### src/rtl/bin2bcd_seq_if.sv
// Request/result bundle between the ALU result register and the BCD converter.
`timescale 1ns/1ps
interface bin2bcd_seq_if #(
  parameter int IN_W   = 8,
  parameter int DIGITS = 3
) ();
  logic                start;
  logic [IN_W-1:0]     bin;
  logic                is_signed;
  logic                busy;
  logic                done;
  logic [4*DIGITS-1:0] bcd;
  logic                neg;
  logic                ovf;

  modport master (
    output start, bin, is_signed,
    input  busy, done, bcd, neg, ovf
  );

  modport slave (
    input  start, bin, is_signed,
    output busy, done, bcd, neg, ovf
  );
endinterface

### src/rtl/bin2bcd_seq.sv
// Sequential shift-add-3 binary to packed-BCD converter, one input bit per clock,
// with sign extraction and sticky overflow for the display digit decoders.
//
// state | meaning
// IDLE  | waiting for start; outputs hold last result
// SHIFT | one correct-and-shift step per clock, IN_W steps
// DONE  | result registered, done pulse for this cycle
`timescale 1ns/1ps
module bin2bcd_seq #(
  parameter int IN_W   = 8,
  parameter int DIGITS = 3
) (
  input  logic          clk,
  input  logic          rst,
  bin2bcd_seq_if.slave  cv
);

  localparam int            BW   = 4 * DIGITS;
  localparam int            CW   = (IN_W > 1) ? $clog2(IN_W) : 1;
  localparam logic [CW-1:0] LAST = CW'(IN_W - 1);

  typedef enum logic [1:0] {IDLE, SHIFT, DONE} state_t;

  state_t          state;
  state_t          state_nxt;
  logic [IN_W-1:0] mag;
  logic [BW-1:0]   scratch;
  logic [CW-1:0]   cnt;
  logic            sign_q;
  logic            ovf_sticky;
  logic [BW-1:0]   bcd_q;
  logic            neg_q;
  logic            ovf_q;
  logic            busy_q;
  logic            done_q;

  logic [BW-1:0]   adj;
  logic [BW-1:0]   scratch_nxt;
  logic [IN_W-1:0] mag_nxt;
  logic            carry_out;
  logic            accept;
  logic            last_shift;
  logic            in_neg;

  // per-digit add-3 before the shift; a digit of 5..9 becomes 8..C, never wider than 4 bits
  always_comb begin
    adj = scratch;
    for (int i = 0; i < DIGITS; i++) begin
      if (scratch[4*i +: 4] >= 4'd5)
        adj[4*i +: 4] = scratch[4*i +: 4] + 4'd3;
    end
    {carry_out, scratch_nxt, mag_nxt} = {adj, mag, 1'b0};
  end

  assign in_neg = cv.is_signed & cv.bin[IN_W-1];

  always_ff @(posedge clk or posedge rst) begin
    if (rst)
      state <= IDLE;
    else
      state <= state_nxt;
  end

  always_comb begin
    state_nxt  = state;
    accept     = 1'b0;
    last_shift = 1'b0;
    case (state)
      IDLE: begin
        if (cv.start) begin
          accept    = 1'b1;
          state_nxt = SHIFT;
        end
      end
      SHIFT: begin
        if (cnt == LAST) begin
          last_shift = 1'b1;
          state_nxt  = DONE;
        end
      end
      DONE:    state_nxt = IDLE;
      default: state_nxt = IDLE;
    endcase
  end

  always_ff @(posedge clk or posedge rst) begin
    if (rst) begin
      mag        <= '0;
      scratch    <= '0;
      cnt        <= '0;
      sign_q     <= 1'b0;
      ovf_sticky <= 1'b0;
      bcd_q      <= '0;
      neg_q      <= 1'b0;
      ovf_q      <= 1'b0;
      busy_q     <= 1'b0;
      done_q     <= 1'b0;
    end else begin
      // flags decoded from next state so they are plain flops at the ports
      busy_q <= (state_nxt != IDLE);
      done_q <= (state_nxt == DONE);
      if (accept) begin
        mag        <= in_neg ? (~cv.bin + IN_W'(1)) : cv.bin;
        sign_q     <= in_neg;
        scratch    <= '0;
        ovf_sticky <= 1'b0;
        cnt        <= '0;
      end else if (state == SHIFT) begin
        mag        <= mag_nxt;
        scratch    <= scratch_nxt;
        ovf_sticky <= ovf_sticky | carry_out;
        cnt        <= cnt + CW'(1);
        if (last_shift) begin
          bcd_q <= scratch_nxt;
          neg_q <= sign_q;
          ovf_q <= ovf_sticky | carry_out;
        end
      end
    end
  end

  assign cv.busy = busy_q;
  assign cv.done = done_q;
  assign cv.bcd  = bcd_q;
  assign cv.neg  = neg_q;
  assign cv.ovf  = ovf_q;

endmodule

### src/flat_wrapper.sv
// flat-port wrapper written by rule: the top's interface ports become plain ports
module bin2bcd_seq_flat 
#(
  parameter int IN_W   = 8,
  parameter int DIGITS = 3
)
  (clk, rst, cv_start, cv_bin, cv_is_signed, cv_busy, cv_done, cv_bcd, cv_neg, cv_ovf);
  bin2bcd_seq_if #(.IN_W(IN_W), .DIGITS(DIGITS)) cv_i ();
  input  logic clk;
  input  logic rst;
  input wire logic [$bits(cv_i.start)-1:0] cv_start;
  input wire logic [$bits(cv_i.bin)-1:0] cv_bin;
  input wire logic [$bits(cv_i.is_signed)-1:0] cv_is_signed;
  output wire logic [$bits(cv_i.busy)-1:0] cv_busy;
  output wire logic [$bits(cv_i.done)-1:0] cv_done;
  output wire logic [$bits(cv_i.bcd)-1:0] cv_bcd;
  output wire logic [$bits(cv_i.neg)-1:0] cv_neg;
  output wire logic [$bits(cv_i.ovf)-1:0] cv_ovf;
  assign cv_i.start = cv_start;
  assign cv_i.bin = cv_bin;
  assign cv_i.is_signed = cv_is_signed;
  assign cv_busy = cv_i.busy;
  assign cv_done = cv_i.done;
  assign cv_bcd = cv_i.bcd;
  assign cv_neg = cv_i.neg;
  assign cv_ovf = cv_i.ovf;
  bin2bcd_seq #(.IN_W(IN_W), .DIGITS(DIGITS)) u_core (.clk(clk), .rst(rst), .cv(cv_i));
endmodule
### config.mk
export PLATFORM = sky130hd
export DESIGN_NAME = bin2bcd_seq_flat
export DESIGN_NICKNAME = d
export VERILOG_FILES = /design/src/rtl/bin2bcd_seq_if.sv /design/src/rtl/bin2bcd_seq.sv /design/src/flat_wrapper.sv
export SDC_FILE = /design/constraint.sdc
export NUM_CORES = 1
export LEC_CHECK = 0
export ABC_AREA = 0
export BUFFER_PORTS_ARGS = -buffer_cell sky130_fd_sc_hd__buf_2
export CORE_UTILIZATION = 45
export DETAILED_ROUTE_END_ITERATION = 6
export PLACE_DENSITY_LB_ADDON = 0.1
export SLEW_MARGIN = 20
export SYNTH_ARGS = -nofsm -noshare
export SYNTH_HDL_FRONTEND = slang
export SYNTH_SLANG_ARGS = --single-unit
### constraint.sdc
create_clock -name clk -period 2.1 [get_ports clk]
set_clock_uncertainty 0.05 [all_clocks]
set_input_delay 0.42 -clock clk [delete_from_list [all_inputs] [get_ports clk]]
set_output_delay 0.42 -clock clk [all_outputs]
set_load 0.02 [all_outputs]
### After elaboration in Yosys (flattened, before gate mapping)

Cells that the tools add are included.

* mux-type cells: 19
* bitwise logic cells: 4
* reduce and logical (&&, ||, !) cells: 4
* $add $sub $neg: 5
* magnitude comparators: 3
* equal/unequal tests: 3

Operators with widths (number)
* 12-bit 2-to-1 mux: 2
* 8-bit 2-to-1 mux: 3
* 4-bit by 2-bit adder with 4-bit output, second input constant: 3
* 4-bit by 3-bit >= comparator with 1-bit output, second input constant: 3
* 4-bit 2-to-1 mux: 3
* 8-bit by 1-bit adder with 8-bit output, second input constant: 1
* 8-bit NOT: 1
* 1-bit 2-to-1 mux: 6
* 3-bit 2-to-1 mux: 2
* 2-bit 2-to-1 mux: 2
* 2-bit one-hot mux with 2 select lines: 1
* 2-bit nonzero test: 2
* 3-bit by 1-bit adder with 3-bit output, second input constant: 1
* 3-bit == test, second input constant: 1
* 3-bit AND reduction: 1
* 2-bit by 1-bit == test with 1-bit output, second input constant: 1
* 2-bit == test, second input constant: 1
* 2-bit zero test: 1
* 1-bit bitwise AND: 1
* 1-bit NOT: 1
* 1-bit OR: 1

* word-level logic and storage cells: 49
* output and inout bits: 16
* input bits: 12
* register bits after elaboration: 43

### Logic depth before layout (Yosys ltp)

* depth after elaboration: 5
* mapped depth: 6
* mapped depth without buffers: 6

### Least setup slack after synthesis

Ideal clock, no wire load.

* path kind: reg2reg
* start point: reg u_core.scratch[8]
* end point: reg u_core.scratch[10]
* period minus slack after synthesis: 1.559 ns
* setup slack: 0.541 ns
* data arrival time: 1.427 ns
* library setup time: 0.083 ns
* cell stages (with the launch flop): 7
* buffers on the path: 0
* data required time: 1.967 ns
* path through: dfrtp_1 > inv_1 > ha_1 > nand2b_1 > a21oi_1 > mux2_2 > o21ai_0

* longest elaborated chain between the ends: 4
* elaborated cells on any way between the ends: 5
* classes of those cells: add/sub: 1; order compare: 1; mux: 3

Ends and longest elaborated chain
* start: declaration: line bin2bcd_seq.sv:27 `logic [BW-1:0] scratch;`
* start signal: assignment: line bin2bcd_seq.sv:110 `scratch <= scratch_nxt;`
* 4-bit by 2-bit adder with 4-bit output / 4-bit by 3-bit >= comparator with 1-bit output (equally long branches): line bin2bcd_seq.sv:50, bin2bcd_seq.sv:49
* 4-bit 2-to-1 mux *: line bin2bcd_seq.sv:49 `if (scratch[4*i +: 4] >= 4'd5)`
* 12-bit 2-to-1 mux *: line bin2bcd_seq.sv:108 `end else if (state == SHIFT) begin`
* 12-bit 2-to-1 mux *: line bin2bcd_seq.sv:102 `if (accept) begin`

Mark *: on every way between the ends. The rest lies on a longest branch, timed or not. The select of a mux whose other input is x is not followed.
A chain may end at the register's enable or synchronous reset.

### Worst setup path in the final report

* start point: reg u_core.scratch[4]
* end point: reg u_core.scratch[6]

Same word-level chain as after synthesis.

==> run summary <==
# hold bufs at CTS -> 0
Die Y -> 69.59 µm
Port buffer count -> 27
Starting Density -> 46.89%
CORE AREA -> 0.004384 mm²
Fraction of layout cells with a size suffix above 1 -> 20.85%
Worst reg2reg endpoint -> u_core.scratch[6]
EDFF count, synth -> 0
H-tree Lvls -> 2
Commonest non-fill, non-tap cell in the layout -> dfrtp_1
Gr ovfl total -> 0
Nets -> 255
Worst-path clk slew -> 0.08 ns
Max-Cap Viols -> 0
Unrepaired setup endpoints after global routing -> no
DR pass1 iterations -> 4
Routability-driven placement congestion ratio -> 0.8165
Setup TNS -> 0 ns
Most frequent cells in the layout -> dfrtp_1 (43), buf_2 (27), nand2_1 (22), o21ai_0 (22), inv_1 (13)
Final Util -> 52.71%
Ranking of synthesized cells by area -> dfrtp_1 (52%), ha_1 (5.5%), o21ai_0 (5.4%)
Measured slew at the worst slew-check pin -> 0.6987 ns
Max-slew violation count -> 0
Worst R2R Start -> u_core.scratch[4]
Met3 wire length -> 104 µm
Routed Antenna Nets -> 0
Area after DPL -> 0.002230 mm²
Ys Warns -> 0
Die area -> 0.004843 mm²
Clock latency on the worst-skew pair -> 0.29 ns
Share of the synthesized area in the top cell type -> 52.34%
First-iteration detailed-routing DRC count -> 59
Mapped cell area -> 0.002056 mm²
Final hold vios -> 0
Worst Setup End Kind -> register
Vias/cell -> 5.303
Post-cts sizing count -> 0
Synth-to-layout area growth -> 12.42%
IO Count -> 28
Max Freq -> 571.0 MHz
Met2 routed WL -> 1958 µm
Finished Cell Area -> 0.002311 mm²
Worst path max stage delay -> 0.40 ns
Pre-CTS setup slack -> 0.3616 ns
P_leak -> 0.001089 µW
Largest net degree at the start of global routing -> 44
DR WL/cell -> 14.04 µm
CTS Buffer Depth -> 2
Die Width -> 69.59 µm
Netlist cell types -> 29
CP Cell Sequence -> inv_1 -> ha_1 -> nand2b_1 -> a21oi_1 -> mux2_2 -> o21ai_0
Crit. path cell count -> 6
Post-synth ARST share -> 100.0%
Top routing layer in use -> met4
CTS tree -> done
Initial antenna violation count -> 0
Seq cells post-synth -> 43
Final WL -> 4030 µm
Maximum vdd drop -> 0.5950 mV
WL met1 -> 1911 µm
Reg2Reg Depth -> 6
DRC Markers -> 0
Hpwl dp -> 2856 µm
Mapped Cells -> 203
Most used DFF post-synth -> dfrtp_1
Pwr Density -> 1502 mW/mm²
CP delay by family, top -> flip-flops
CTS sink cnt -> 43
Critical path buffers and inverters -> 1
Ant diodes -> 0
Setup violations, final -> 0
Hold Crit Class -> in -> async
Crit path from -> u_core.scratch[4]
Critical path required time -> 2.26 ns
Leading area contributor after synthesis -> dfrtp_1
CP max FO -> 4
Max transition margin -> 53.42%
Arr. time, crit path -> 1.91 ns
Status -> completed
Root buffer cell -> clkbuf_8
First-pass GRT wire length -> 6962 µm
Sequential area share after synthesis -> 52.34%
CTS buffer count -> 5
Mapped Nets -> 224
Period minus WS final -> 1.751 ns
FP Rows -> 24
Number of global-route vias before repair -> 1516
Tot GR Track Use -> 18.29%
Tcrit/Tclk final -> 83.40%
PnR worst setup slack -> 0.3487 ns
Critical path endpoint -> u_core.scratch[6]
Setup Buffers After CTS -> 0
Critical path's slowest cell -> dfrtp_1
Flop-to-flop setup slack -> 0.35 ns
Synth Area per Inst -> 10.13 µm²
CP startpoint kind -> register
Critical path class -> reg -> reg
DR vias -> 1522
==> area by class of cell <==
type / instances / area, µm²
fill: 414 / 2073
multi-input combinational: 139 / 874.6
inverter: 15 / 56.30
clock inverter: 1 / 5.005
clock buffer: 7 / 76.32
sequential: 43 / 1076
timing repair buffer: 30 / 157.7
tap: 52 / 65.06
==> where the power goes <==
part           internal [µW]  switching, µW
clock                    234            281
combinational            623            911
sequential              1190            228
total                   2050           1420
==> worst reg2reg max path, stage by stage (launching register included) <==
cell and delay, ns:
dfrtp_1 0.40, inv_1 0.12, ha_1 0.23, nand2b_1 0.09, a21oi_1 0.25, mux2_2 0.39, o21ai_0 0.14
==> metal layers <==
metal | vias to the layer above | GRT usage (%)
li1 | 771 | -
met1 | 713 | 23.29
met2 | 33 | 30.42
met3 | 5 | 3.343
met4 | 0 | 7.937
met5 | - | 0
==> state kept, by name, indices dropped and copies added (netlist names), 2 cells and up <==
signal	flops
u_core.cnt	3
u_core.cv.bcd	12
u_core.mag	8
u_core.scratch	12
u_core.state	2
==> synthesized netlist by cell type (all sizes together), types with 2 or more instances <==
cell,n
mux2,6
o21ai,32
nor3,7
a22o,2
inv,15
dfrtp,43
ha,9
o22ai,9
nand2,23
nand2b,5
a31oi,3
a22oi,4
a21oi,12
or3b,2
buf,6
nor2,9
nor3b,3
xnor2,8
==> metrics by stage <==
stage | hold WS [ns] | std cells | total power [µW]
2_1_floorplan | 0.4000 | 203 | 2572
3_3_place_gp | 0.4126 | 279 | 2916
3_5_place_dp | 0.4210 | 279 | 2984
4_1_cts | 0.2173 | 287 | 3499
5_1_grt | 0.2677 | 287 | 3761
6_report | 0.1929 | 287 | 3470
==> logic make-up (layout without fill, tap and decap cells) <==
| family | count (synthesis) | in the layout | share of synthesized area [%] |
|---|---|---|---|
| buf+inv | 21 | 53 | 5.113 |
| compound gates | 64 | 64 | 17.65 |
| mux | 6 | 6 | 3.652 |
| simple gates | 52 | 52 | 12.36 |
| flops | 43 | 43 | 52.34 |
| fa+ha+maj | 9 | 9 | 5.478 |
| xor+xnor | 8 | 8 | 3.409 |
==> how the worst min path moves through the flow <==
stage	to	slack, ns	cells after the start
floorplan	u_core.sign_q	0.40	2
global placement	u_core.cv.bcd[9]	0.41	2
detailed placement	u_core.cv.bcd[9]	0.42	2
CTS	u_core.cv.bcd[0]	0.22	3
global route	u_core.scratch[0]	0.27	3
finish	u_core.cv.bcd[0]	0.19	3
Power figures use the tool's default switching activity.
